==> src/rtl/cache_mem_arbiter.sv <==
// rtl/cache_mem_arbiter.sv - shares one main-memory port between the I-cache and D-cache miss engines
// Optional round-robin arbitration is enabled by defining ARB_ROUND_ROBIN_EN (fixed D priority otherwise).
module cache_mem_arbiter #(
   parameter int ADDR_W = 28,
   parameter int DATA_W = 128,
   parameter int CNT_W  = 16
) (
   input  logic              clk,
   input  logic              rst,
   input  logic              i_read,
   input  logic [ADDR_W-1:0] i_addr,
   output logic [DATA_W-1:0] i_rdata,
   output logic              i_ready,
   input  logic              d_read,
   input  logic              d_write,
   input  logic [ADDR_W-1:0] d_addr,
   input  logic [DATA_W-1:0] d_wdata,
   output logic [DATA_W-1:0] d_rdata,
   output logic              d_ready,
   output logic              mem_read,
   output logic              mem_write,
   output logic [ADDR_W-1:0] mem_addr,
   output logic [DATA_W-1:0] mem_wdata,
   input  logic [DATA_W-1:0] mem_rdata,
   input  logic              mem_ready,
   output logic [CNT_W-1:0]  i_grant_cnt,
   output logic [CNT_W-1:0]  d_grant_cnt
);

   typedef enum logic [1:0] {IDLE, BUSY_I, BUSY_D, RELEASE} state_t;

   state_t            state, state_nx;
   logic              mem_read_nx, mem_write_nx;
   logic [ADDR_W-1:0] mem_addr_nx;
   logic [DATA_W-1:0] mem_wdata_nx;
   logic              d_req, grant_d, grant_i;

   assign d_req = d_read | d_write;

`ifdef ARB_ROUND_ROBIN_EN
   // last_d = 1 when the D-cache received the most recent grant
   logic last_d, last_d_nx;
   assign grant_d = d_req & (~i_read | ~last_d);
`else
   assign grant_d = d_req;
`endif
   assign grant_i = i_read & ~grant_d;

   always_ff @(posedge clk) begin
      if (rst) begin
         state     <= IDLE;
         mem_read  <= 1'b0;
         mem_write <= 1'b0;
         mem_addr  <= '0;
         mem_wdata <= '0;
`ifdef ARB_ROUND_ROBIN_EN
         last_d    <= 1'b0;
`endif
      end else begin
         state     <= state_nx;
         mem_read  <= mem_read_nx;
         mem_write <= mem_write_nx;
         mem_addr  <= mem_addr_nx;
         mem_wdata <= mem_wdata_nx;
`ifdef ARB_ROUND_ROBIN_EN
         last_d    <= last_d_nx;
`endif
      end
   end

   always_comb begin
      state_nx     = state;
      mem_read_nx  = mem_read;
      mem_write_nx = mem_write;
      mem_addr_nx  = mem_addr;
      mem_wdata_nx = mem_wdata;
      i_ready      = 1'b0;
      d_ready      = 1'b0;
`ifdef ARB_ROUND_ROBIN_EN
      last_d_nx    = last_d;
`endif
      case (state)
         IDLE: begin
            if (grant_d) begin
               // a write-back takes precedence over a read from the same requester
               state_nx     = BUSY_D;
               mem_write_nx = d_write;
               mem_read_nx  = ~d_write;
               mem_addr_nx  = d_addr;
               mem_wdata_nx = d_wdata;
`ifdef ARB_ROUND_ROBIN_EN
               last_d_nx    = 1'b1;
`endif
            end else if (grant_i) begin
               state_nx     = BUSY_I;
               mem_write_nx = 1'b0;
               mem_read_nx  = 1'b1;
               mem_addr_nx  = i_addr;
`ifdef ARB_ROUND_ROBIN_EN
               last_d_nx    = 1'b0;
`endif
            end
         end
         BUSY_I: begin
            if (mem_ready) begin
               i_ready      = 1'b1;
               state_nx     = RELEASE;
               mem_read_nx  = 1'b0;
               mem_write_nx = 1'b0;
            end
         end
         BUSY_D: begin
            if (mem_ready) begin
               d_ready      = 1'b1;
               state_nx     = RELEASE;
               mem_read_nx  = 1'b0;
               mem_write_nx = 1'b0;
            end
         end
         RELEASE: state_nx = IDLE;
         default: state_nx = IDLE;
      endcase
   end

   assign i_rdata = i_ready ? mem_rdata : '0;
   assign d_rdata = d_ready ? mem_rdata : '0;

   always_ff @(posedge clk) begin
      if (rst) begin
         i_grant_cnt <= '0;
         d_grant_cnt <= '0;
      end else begin
         if (i_ready && !(&i_grant_cnt)) i_grant_cnt <= i_grant_cnt + CNT_W'(1);
         if (d_ready && !(&d_grant_cnt)) d_grant_cnt <= d_grant_cnt + CNT_W'(1);
      end
   end

endmodule

==> config.mk <==
export PLATFORM = sky130hd
export DESIGN_NAME = cache_mem_arbiter
export DESIGN_NICKNAME = d
export VERILOG_FILES = /design/src/rtl/cache_mem_arbiter.sv
export SDC_FILE = /design/constraint.sdc
export NUM_CORES = 1
export LEC_CHECK = 0
export ABC_AREA = 1
export CORE_AREA = 3 3 296 298
export DETAILED_ROUTE_END_ITERATION = 7
export DIE_AREA = 0 0 299 301
export RECOVER_POWER = 100
export SLEW_MARGIN = 20
export SYNTH_ARGS = -nofsm -noshare
export SYNTH_HDL_FRONTEND = slang
export SYNTH_SLANG_ARGS = --single-unit
==> constraint.sdc <==
create_clock -name clk -period 1.55 [get_ports clk]
set_input_delay 0.155 -clock clk [delete_from_list [all_inputs] [get_ports clk]]
set_output_delay 0.155 -clock clk [all_outputs]
set_load 0.005 [all_outputs]
==> summary.txt <==
Run status
  – Run status: finished, violations left
  – Failing checks: setup timing

Clocking
  – Clock transition at path regs: 0.10 ns
  – Root buffer cell: clkbuf_16
  – Clock latency on the worst-skew pair: 0.48 ns
  – CTS H-tree lvls: 4
  – CTS tree: done
  – # clock sinks: 192
  – CTS Buf Count: 17
  – Bufs on Longest Clock Path: 2

Worst setup path
  – R2R setup slack: -0.40 ns
  – Crit-path max FO: 6
  – Reg2Reg Launch Point: state[0]
  – Worst R2R Path Depth: 13
  – CP endpoint kind: primary output
  – Setup CP Type: reg2out
  – Startpoint class of the critical path: register
  – Critical path arrival: 2.06 ns
  – CP Data Required Time: 1.39 ns
  – Reg-to-Reg End: d_grant_cnt[14]

Power
  – Net Sw Power: 10.4 mW
  – Total power: 27.1 mW
  – Sw frac: 38.4%
  – Worst VDD drop: 0.874 mV
  – Pwr dens: 1290 nW/um2
  – Gate power share: 54.1%
  – Clock power share: 18.6%
  – Seq pwr share: 27.3%
  – P_int: 16.7 mW
  – Leak: 9.44 nW

Finish
  – Fillers: 9440
  – Share of post-route cells with drive strength above 1: 28.9%
  – Fin util: 24.7%
  – Final instance area: 21100 um2
  – NumNets Final: 2664
  – Synthesis-to-layout area growth: 126%
  – Fin cells: 3502

GRT
  – First-pass GRT wire length: 96300 um
  – Tot GR Track Use: 15.3%
  – GR Overflow Total: 0
  – Pin count of the biggest net entering global routing: 57
  – Initial antenna violation count: 61
  – Number of global-route vias before repair: 12600

Placed design
  – Dpl cells: 3374
  – Gpl congestion: 0.974
  – Port-buffer cells: 765
  – DP Wirelength: 60200 um
  – Dpl ws: -0.548 ns
  – Post-Place Cell Area: 19000 um2

Synthesis
  – Warnings, synthesis: 0
  – Post-synth EDFFs: 0
  – Register area share after synthesis: 41.3%
  – Synth top area share: 41.3%
  – Yosys reg bits: 192
  – Cell count after synthesis: 1456
  – Synthesized area: 9310 um2
  – Asr flop ratio synth: 0%
  – Synth Flop Type: dfxtp_1
  – Synth cell types: 30
  – Dominant cell type by area after synthesis: dfxtp_1
  – Syn avg cell area: 6.39 um2
  – Cells taking the most area after synthesis: dfxtp_1 (41%), nor2_1 (24%), o21ai_0 (7.5%)
  – Syn Nets: 1781

Worst hold path
  – Worst min-delay path endpoint: mem_addr[0]
  – Number of cells on the worst hold path: 3
  – Hold Path Class: in2reg
  – Worst min-delay path startpoint: d_addr[0]

STA
  – Hold WS: 0.230 ns
  – Unrepaired setup endpoints after global routing: true
  – Final hold vios: 0
  – Post-route minimum period: 2.21 ns
  – Setup violations, final: 487
  – Worst-Margin Slew: 0.375 ns
  – Max transition margin: 74.9%
  – Final Skew: 0.0176 ns
  – Slew Viols, Final: 0
  – Post-Route Setup TNS: -173.84 ns
  – Final worst setup slack: -0.662 ns
  – Fmax achieved: 452 MHz
  – Period utilisation layout: 143%

Floorplanning
  – Die area: 90000 um2
  – I/O Pins: 766
  – Die H: 301 um
  – Area of the core: 85100 um2
  – Die W: 299 um
  – Row count: 107
  – Initial Util: 10.9%

Route
  – Number of remaining DRC errors: 0
  – Routed vias: 13100
  – DR iter-0 viols: 700
  – Routed Antenna Nets: 0
  – Total Wirelength: 73900 um
  – Vias per inst: 3.74
  – First drt pass iteration count: 5
  – DR WL/cell: 21.1 um

Flow run
  – Max-Cap Viols: 0
-- timing repair --
action | 4_1_cts | 5_1_grt
buffers inserted | 33 | 57
setup endpoints to repair | 622 | 621
resized for setup | 542 | 750
pin swaps | 6 | 10
hold buffers | 0 | 0
cloned | 10 | 11
-- cell usage in the layout (no fill, tap or decap), types with 4 or more instances in the layout --
cell type        synthesis  routed
a21oi_1                 24      24
a31oi_1                 28      28
buf_12                   0      33
buf_16                   0       7
buf_2                   48     158
buf_4                    4      90
buf_6                    3      69
buf_8                    0      21
clkbuf_16                0      25
clkbuf_2                11      45
clkdlybuf4s50_1          0     508
clkinv_8                 0       5
dfxtp_1                192     190
diode_2                  0       6
dlymetal6s2s_1           0      12
ha_1                     7       5
inv_1                  153     149
inv_12                   0       4
inv_2                    5       4
inv_4                    0       4
inv_8                    0       4
nand2_1                133     133
nand3_1                 33      33
nand3b_1                 5       5
nor2_1                 586     413
nor2_2                   9      84
nor2_4                   8     106
o21ai_0                139     139
o21ai_1                 25      25
-- worst max path at each step --
stage / start / slack [ns] / depth (start not counted) / end
floorplan: state[0] / 0.08 / 6 / d_rdata[107]
global placement: mem_ready / -0.54 / 6 / i_rdata[27]
detailed placement: mem_ready / -0.55 / 6 / i_rdata[27]
CTS: state[0] / -0.91 / 8 / d_rdata[42]
global route: state[1] / -0.78 / 10 / i_rdata[51]
finish: state[1] / -0.66 / 10 / i_rdata[83]
-- synth_stat cells, types with 2 or more instances --
library cell  instances
nor2_4                8
clkbuf_2             11
buf_2                48
o21ai_0             139
nand2_2               4
buf_1                 2
nor2_1              586
ha_1                  7
inv_2                 5
nand2_1             133
inv_1               153
clkbuf_1             22
buf_6                 3
and3_1                2
dfxtp_1             192
buf_4                 4
nor2_2                9
a31oi_1              28
nor3_1                3
nand3b_1              5
nand3_1              33
o21ai_1              25
a21oi_2               4
a21oi_1              24
-- cell families (layout without fill, tap and decap cells) --
| group | count (synthesis) | after routing | share of synthesized area (%) |
|---|---|---|---|
| simple gates | 788 | 788 | 34.1 |
| other cells | 0 | 6 | 0 |
| flops | 192 | 192 | 41.3 |
| buf+inv | 248 | 1144 | 11.2 |
| compound gates | 221 | 221 | 12.5 |
| fa+ha+maj | 7 | 7 | 0.941 |
-- per-layer routing --
metal	share of wire, %	wire (um)	track usage, %
met1	34	24800	14.3
met2	56	41200	31.2
met3	6.6	4890	4.19
met4	4.0	2990	5.77
met5	0.037	27	0
-- state kept, by name, summed over array words and instances, names as in the netlist --
| name | count |
|---|---|
| i_grant_cnt | 16 |
| mem_read | 1 |
| mem_wdata | 128 |
| mem_addr | 28 |
| mem_write | 1 |
| state | 2 |
| d_grant_cnt | 16 |
-- cell type report --
class,instances,area (um2),share of cell area [%]
Tap cell,1144,1430,6.79
Clock inverter,15,231,1.10
Inverter,158,608,2.89
Timing Repair Buffer,954,9100,43.2
Antenna cell,6,15.0,0.0713
Multi-Input combinational cell,1016,5410,25.7
Clock buffer,17,425,2.02
Sequential cell,192,3850,18.3
-- worst max-delay path: stages (launching register included) --
cell and delay, ns:
dfxtp_4 0.38, inv_4 0.06, ha_4 0.18, nand2_8 0.11, buf_12 0.16, buf_8 0.13
buf_16 0.12, buf_8 0.13, buf_6 0.12, nor2_2 0.06, buf_2 0.11
-- power by group through the flow --
stage	combinational, mW	sequential, mW	clock [mW]
6_report	14.7	7.40	5.04
3_5_place_dp	12.7	7.42	0
5_1_grt	15.9	7.58	5.46
3_3_place_gp	12.7	7.38	0
2_1_floorplan	4.20	7.49	0
4_1_cts	13.5	7.37	5.35
Power figures use the tool's default switching activity.
